<file path="src/rtl/vga_text_cursor_if.sv">
// Signal bundle between the VGA sync/register blocks and the text cursor stage.
// The master side drives timing strobes and cursor settings; the slave returns address and overlay.
interface vga_text_cursor_if;
    logic        frame_start;
    logic        line_end;
    logic        pixel_valid;
    logic        cursor_enabled;
    logic        graphics_enabled;
    logic [14:0] cursor_pos;
    logic [2:0]  cursor_scan_start;
    logic [2:0]  cursor_scan_end;
    logic [14:0] char_addr;
    logic [2:0]  glyph_row;
    logic        cursor_valid;
    logic        cursor_on;

    modport master (
        output frame_start, line_end, pixel_valid,
        output cursor_enabled, graphics_enabled,
        output cursor_pos, cursor_scan_start, cursor_scan_end,
        input  char_addr, glyph_row, cursor_valid, cursor_on
    );

    modport slave (
        input  frame_start, line_end, pixel_valid,
        input  cursor_enabled, graphics_enabled,
        input  cursor_pos, cursor_scan_start, cursor_scan_end,
        output char_addr, glyph_row, cursor_valid, cursor_on
    );
endinterface

</file>
<file path="src/rtl/vga_text_cursor.sv">
// Text-mode character scan address and cursor overlay in the VGA pixel clock domain.
// Define VGA_CURSOR_BLINK_EN to build the frame blink counter; otherwise the cursor is steady.
module vga_text_cursor #(
    parameter int COLS         = 80,
    parameter int ROWS         = 25,
    parameter int BLINK_FRAMES = 16
) (
    input  logic             clk,
    input  logic             reset,
    vga_text_cursor_if.slave bus
);

    localparam logic [14:0] LAST_CELL = 15'(ROWS * COLS - 1);
    localparam logic [14:0] COLS_W    = 15'(COLS);

    logic [14:0] row_base;
    logic [2:0]  pix_cnt;
    logic        blink_phase;
    logic        in_shape;
    logic        overlay;
    logic [14:0] next_row;

    function automatic logic [14:0] clamp_cell(input logic [14:0] a);
        return (a > LAST_CELL) ? LAST_CELL : a;
    endfunction

    assign next_row = row_base + COLS_W;

    // Split cursor (start > end) wraps around the bottom of the glyph cell.
    always_comb begin
        in_shape = 1'b0;
        if (bus.cursor_scan_start <= bus.cursor_scan_end)
            in_shape = (bus.glyph_row >= bus.cursor_scan_start) &&
                       (bus.glyph_row <= bus.cursor_scan_end);
        else
            in_shape = (bus.glyph_row >= bus.cursor_scan_start) ||
                       (bus.glyph_row <= bus.cursor_scan_end);
        overlay = bus.cursor_enabled & ~bus.graphics_enabled & blink_phase &
                  (bus.char_addr == bus.cursor_pos) & in_shape;
    end

    // Overlay is judged on the pre-update address/row; line_end then frame_start override counting.
    always_ff @(posedge clk or posedge reset) begin
        if (reset) begin
            bus.char_addr    <= '0;
            bus.glyph_row    <= '0;
            bus.cursor_valid <= 1'b0;
            bus.cursor_on    <= 1'b0;
            row_base         <= '0;
            pix_cnt          <= '0;
        end else begin
            bus.cursor_valid <= bus.pixel_valid;
            bus.cursor_on    <= bus.pixel_valid & overlay;
            if (bus.frame_start) begin
                row_base      <= '0;
                bus.char_addr <= '0;
                bus.glyph_row <= '0;
                pix_cnt       <= '0;
            end else if (bus.line_end) begin
                pix_cnt <= '0;
                if (bus.glyph_row == 3'd7) begin
                    bus.glyph_row <= '0;
                    row_base      <= next_row;
                    bus.char_addr <= clamp_cell(next_row);
                end else begin
                    bus.glyph_row <= bus.glyph_row + 3'd1;
                    bus.char_addr <= clamp_cell(row_base);
                end
            end else if (bus.pixel_valid) begin
                pix_cnt <= pix_cnt + 3'd1;
                if (pix_cnt == 3'd7 && bus.char_addr < LAST_CELL)
                    bus.char_addr <= bus.char_addr + 15'd1;
            end
        end
    end

`ifdef VGA_CURSOR_BLINK_EN
    localparam int FCW = (BLINK_FRAMES > 1) ? $clog2(BLINK_FRAMES) : 1;

    logic [FCW-1:0] frame_cnt;

    always_ff @(posedge clk or posedge reset) begin
        if (reset) begin
            frame_cnt   <= '0;
            blink_phase <= 1'b1;
        end else if (bus.frame_start) begin
            if (frame_cnt == FCW'(BLINK_FRAMES - 1)) begin
                frame_cnt   <= '0;
                blink_phase <= ~blink_phase;
            end else begin
                frame_cnt <= frame_cnt + 1'b1;
            end
        end
    end
`else
    // Steady cursor: true for any legal BLINK_FRAMES.
    assign blink_phase = (BLINK_FRAMES > 0);
`endif

endmodule
</file>
<file path="src/flat_wrapper.sv">
// flat-port wrapper written by rule: the top's interface ports become plain ports
module vga_text_cursor_flat 
#(
    parameter int COLS         = 80,
    parameter int ROWS         = 25,
    parameter int BLINK_FRAMES = 16
)
  (clk, reset, bus_frame_start, bus_line_end, bus_pixel_valid, bus_cursor_enabled, bus_graphics_enabled, bus_cursor_pos, bus_cursor_scan_start, bus_cursor_scan_end, bus_char_addr, bus_glyph_row, bus_cursor_valid, bus_cursor_on);
  vga_text_cursor_if bus_i ();
  input  logic clk;
  input  logic reset;
  input wire logic [$bits(bus_i.frame_start)-1:0] bus_frame_start;
  input wire logic [$bits(bus_i.line_end)-1:0] bus_line_end;
  input wire logic [$bits(bus_i.pixel_valid)-1:0] bus_pixel_valid;
  input wire logic [$bits(bus_i.cursor_enabled)-1:0] bus_cursor_enabled;
  input wire logic [$bits(bus_i.graphics_enabled)-1:0] bus_graphics_enabled;
  input wire logic [$bits(bus_i.cursor_pos)-1:0] bus_cursor_pos;
  input wire logic [$bits(bus_i.cursor_scan_start)-1:0] bus_cursor_scan_start;
  input wire logic [$bits(bus_i.cursor_scan_end)-1:0] bus_cursor_scan_end;
  output wire logic [$bits(bus_i.char_addr)-1:0] bus_char_addr;
  output wire logic [$bits(bus_i.glyph_row)-1:0] bus_glyph_row;
  output wire logic [$bits(bus_i.cursor_valid)-1:0] bus_cursor_valid;
  output wire logic [$bits(bus_i.cursor_on)-1:0] bus_cursor_on;
  assign bus_i.frame_start = bus_frame_start;
  assign bus_i.line_end = bus_line_end;
  assign bus_i.pixel_valid = bus_pixel_valid;
  assign bus_i.cursor_enabled = bus_cursor_enabled;
  assign bus_i.graphics_enabled = bus_graphics_enabled;
  assign bus_i.cursor_pos = bus_cursor_pos;
  assign bus_i.cursor_scan_start = bus_cursor_scan_start;
  assign bus_i.cursor_scan_end = bus_cursor_scan_end;
  assign bus_char_addr = bus_i.char_addr;
  assign bus_glyph_row = bus_i.glyph_row;
  assign bus_cursor_valid = bus_i.cursor_valid;
  assign bus_cursor_on = bus_i.cursor_on;
  vga_text_cursor #(.COLS(COLS), .ROWS(ROWS), .BLINK_FRAMES(BLINK_FRAMES)) u_core (.clk(clk), .reset(reset), .bus(bus_i));
endmodule
</file>
<file path="config.mk">
export PLATFORM = sky130hd
export DESIGN_NAME = vga_text_cursor_flat
export DESIGN_NICKNAME = d
export VERILOG_FILES = /design/src/rtl/vga_text_cursor_if.sv /design/src/rtl/vga_text_cursor.sv /design/src/flat_wrapper.sv
export SDC_FILE = /design/constraint.sdc
export NUM_CORES = 1
export LEC_CHECK = 0
export ABC_AREA = 0
export BUFFER_PORTS_ARGS = -buffer_cell sky130_fd_sc_hd__buf_2
export CORE_AREA = 2 2 66 92
export DETAILED_ROUTE_END_ITERATION = 16
export DIE_AREA = 0 0 68 94
export PLACE_DENSITY = 0.71
export SLEW_MARGIN = 20
export SYNTH_ARGS = -nofsm -noshare
export SYNTH_HDL_FRONTEND = slang
export SYNTH_SLANG_ARGS = --single-unit
</file>
<file path="constraint.sdc">
create_clock -name clk -period 2.3 [get_ports clk]
set_input_delay 0.46 -clock clk [delete_from_list [all_inputs] [get_ports clk]]
set_output_delay 0.46 -clock clk [all_outputs]
set_load 0.02 [all_outputs]
</file>
==> summary.md <==
| Metric | Value |
|---|---|
| Run status | `finished, final reports clean` |
| PwrDens | `412 nW/µm²` |
| Critical path endpoint category | `flip-flop` |
| Worst rel slew slack | `between 70% and 80%` |
| CTS tree | `yes` |
| Largest area contributor in the netlist | `dfrtp_1` |
| CP startpoint kind | `flip-flop` |
| Dpl cells | `around 410` |
| Setup repair bufs after CTS | `0` |
| Hold slack | `about 0.25 ns` |
| Netlist cell types | `57` |
| Antenna fix cells | `0` |
| Syn Inst Count | `~290` |
| Fin. Hold Viols | `0` |
| DRT iter0 DRCs | `151` |
| Die Footprint | `about 6400 µm²` |
| Post-synth EDFFs | `0` |
| Chip Height | `roughly 94 µm` |
| Clk_skew | `around 0.0047 ns` |
| Count of pins over their slew limit | `0` |
| Pleak | `roughly 1.4 nW` |
| Final std cells w/o fill | `415` |
| Ys async rst share | `100%` |
| YS warnings | `0` |
| Share of Yosys cell area claimed by the top area cell type | `between 30% and 40%` |
| # fillers | `526` |
| First-pass GRT wire length | `approximately 10000 µm` |
| Post-Route Setup TNS | `0 ns` |
| Fin crit period | `2.20 ns` |
| Port bufs | `47` |
| Post-synthesis register bit count | `34` |
| Core area | `roughly 5500 µm²` |
| Synthesized area | `2530 µm²` |
| Final HPWL DP | `roughly 4700 µm` |
| Unrepaired setup endpoints after global routing | `no` |
| Worst Hold Class | `in -> async` |
| Initial antenna violation count | `0` |
| Proportion of layout cells with a drive suffix above 1 | `~22%` |
| Largest net degree at the start of global routing | `35` |
| Post-route setup slack | `~0.095 ns` |
| # DRC | `0` |
| Die X | `just under 70 µm` |
| Avg WL per Cell | `about 15 µm` |
| ANT nets after route | `0` |
| Layout Nets | `just under 400` |
| Dpl ws | `0.121 ns` |
| H-tree lvl count | `2` |
| Routed wire length | `6200 µm` |
| Initial Utilization | `~46%` |
| Post-Syn Area per Cell | `about 8.8 µm²` |
| Worst path arrival time | `between 2 and 2.5 ns` |
| Bufs on Longest Clock Path | `2` |
| Setup CP Type | `reg -> reg` |
| Maximum VDD drop | `about 0.27 mV` |
| Core Rows | `32` |
| DR pass1 iterations | `4` |
| Top_reg_cell synth | `dfrtp_1` |
| Sink Count | `34` |
| Clock Pin Slew Worst Setup and Hold Paths | `approximately 0.070 ns` |
| Vias in the first global route | `between 2000 and 2500` |
| Worst EP required | `roughly 2.5 ns` |
| Root buf cell | `clkbuf_8` |
| Placer Congestion | `0.899` |
| Vias | `between 2000 and 2500` |
| Area Growth Syn to Fin | `18.4%` |
| All-Layer GR Usage | `between 20% and 30%` |
| Maxcap violations | `0` |
| Num CTS Buffers | `5` |
| CP Max Fanout | `9` |
| Final period utilization | `a little over nine tenths` |
| Register area share after synthesis | `about 34%` |
| Synth top area cells | `dfrtp_1 (34%), ha_1 (7.9%), xnor2_1 (7.6%)` |
| Setup violators final | `0` |
| Mapped Nets | `between 300 and 400` |
| Vias per inst | `roughly 5.6` |
| Actual slew at the worst max-slew pin | `around 0.45 ns` |
| Total grt overflow | `0` |
| Max Clk Rate | `around 450 MHz` |
| # IOs | `between 40 and 50` |
| Clk Latency, worst-skew pair | `a little under 0.3 ns` |
==> where the power goes <==
part           switching [mW]  internal (mW)
combinational          0.0812         0.0631
sequential            0.00906          0.604
clock                   0.238          0.241
==> path summary, 6_finish.rpt <==
check	startpoint	endpoint	slack (ns)	depth (start not counted)
worst min-delay path	reset	u_core.pix_cnt[2]	0.25	3
worst max register to register	u_core.row_base[4]	u_core.bus.char_addr[4]	0.1	9
worst min register to register	u_core.pix_cnt[1]	u_core.pix_cnt[1]	0.54	2
worst max-delay path	u_core.row_base[4]	u_core.bus.char_addr[4]	0.1	9
max in group asynchronous	reset	u_core.bus.char_addr[4]	1.74	3
min in group clk	bus_pixel_valid	u_core.bus.cursor_valid	0.37	1
==> layer usage <==
layer  up-vias  track usage [%]  share of wire [%]  routed length [µm]
met5         -                0                  0                   0
met4         0             9.17                1.5                  94
met3         8             3.60                6.0                 372
met2        77             37.1                 53                3290
met1      1105             23.1                 39                2440
li1       1152                -                  -                   -
==> per-stage QoR <==
step / power (mW) / utilization (%) / instance area [µm²]
after global routing: 1.29 / 54.3 / 3000
after floorplan: 0.711 / - / 2530
after global placement: 0.767 / 52.6 / 2910
final: 1.24 / 54.3 / 3000
after detailed placement: 0.771 / 52.6 / 2910
after CTS: 1.25 / 54.3 / 3000
==> sequential cells by signal, summed over array words and instances, names as in the netlist <==
signal and flops:
u_core.bus.char_addr 15, u_core.row_base 11, u_core.bus.glyph_row 3, u_core.pix_cnt 3, u_core.bus.cursor_on 1, u_core.bus.cursor_valid 1
==> critical path, cell delays in order, from the launching register on <==
cell and delay [ns]:
dfrtp_1 0.35, buf_4 0.15, inv_1 0.08, ha_1 0.36, inv_1 0.10, a21oi_1 0.10, a311oi_4 0.37, o211ai_4 0.14
o211a_1 0.23, a311oi_2 0.22
==> timing repair <==
item,in CTS,in global routing
endpoints found under the setup margin,0,1
hold buffers,0,0
gates resized for setup,0,1
==> layout make-up <==
cell class                      count  area (µm²)  area share, %
Clock buffer                        6        82.6           2.75
Multi-Input combinational cell    226        1560           51.8
Inverter                           16        60.1           2.00
Clock inverter                      2        12.5          0.417
Sequential cell                    34         851           28.3
Timing Repair Buffer               63         355           11.8
Tap cell                           68        85.1           2.83
==> layout by cell type (no fill, tap or decap), types with 2 or more instances in the layout <==
master	netlist	routed
clkbuf_8	0	6
o211a_1	2	2
inv_1	16	16
a22oi_1	3	3
o22ai_1	3	3
a21oi_1	15	15
buf_2	8	47
a21o_1	3	3
and3_1	5	5
xor2_1	6	6
a31oi_1	3	3
xnor2_1	22	22
nand3b_1	2	2
o21ai_0	19	19
o211ai_1	3	3
nor4_1	2	2
nand2_1	19	19
o2111ai_1	2	2
mux2i_1	5	5
and2_1	5	5
nor3_1	7	7
and4_1	3	3
dfrtp_1	34	34
nand3_1	11	11
nand4_1	4	4
buf_4	1	16
nor2_1	31	31
ha_1	16	16
or3_1	3	3
nand2b_1	5	5
nor2b_1	2	2
o21ai_1	2	2
==> cells by family (layout without fill, tap and decap cells) <==
| logic type | Yosys count | count (layout) | synth area share, % |
|---|---|---|---|
| multiplexers | 5 | 5 | 1.97 |
| flip-flops | 34 | 34 | 33.6 |
| AO/OA/AOI/OAI | 70 | 70 | 19.6 |
| XOR/XNOR | 28 | 28 | 9.67 |
| buffers and inverters | 29 | 87 | 5.13 |
| AND/OR/NAND/NOR | 106 | 106 | 21.7 |
| adder cells (fa/ha/maj) | 17 | 17 | 8.29 |
==> cell usage after synthesis, drive strengths merged (2+ instances only) <==
cell type,n
or3,3
and4,3
mux2i,5
o21ai,21
a22oi,3
nor3,7
buf,12
o211ai,4
nand2,19
a311oi,2
xnor2,22
dfrtp,34
nand3b,3
nor2b,2
nor2,31
ha,16
nor4,2
inv,16
and3,5
and2,5
nand4,4
a31oi,3
o2111ai,2
xor2,6
a21oi,15
nand3,12
o22ai,3
nand2b,5
o211a,2
a21o,3
No activity file was read; power rests on OpenSTA's default activity.
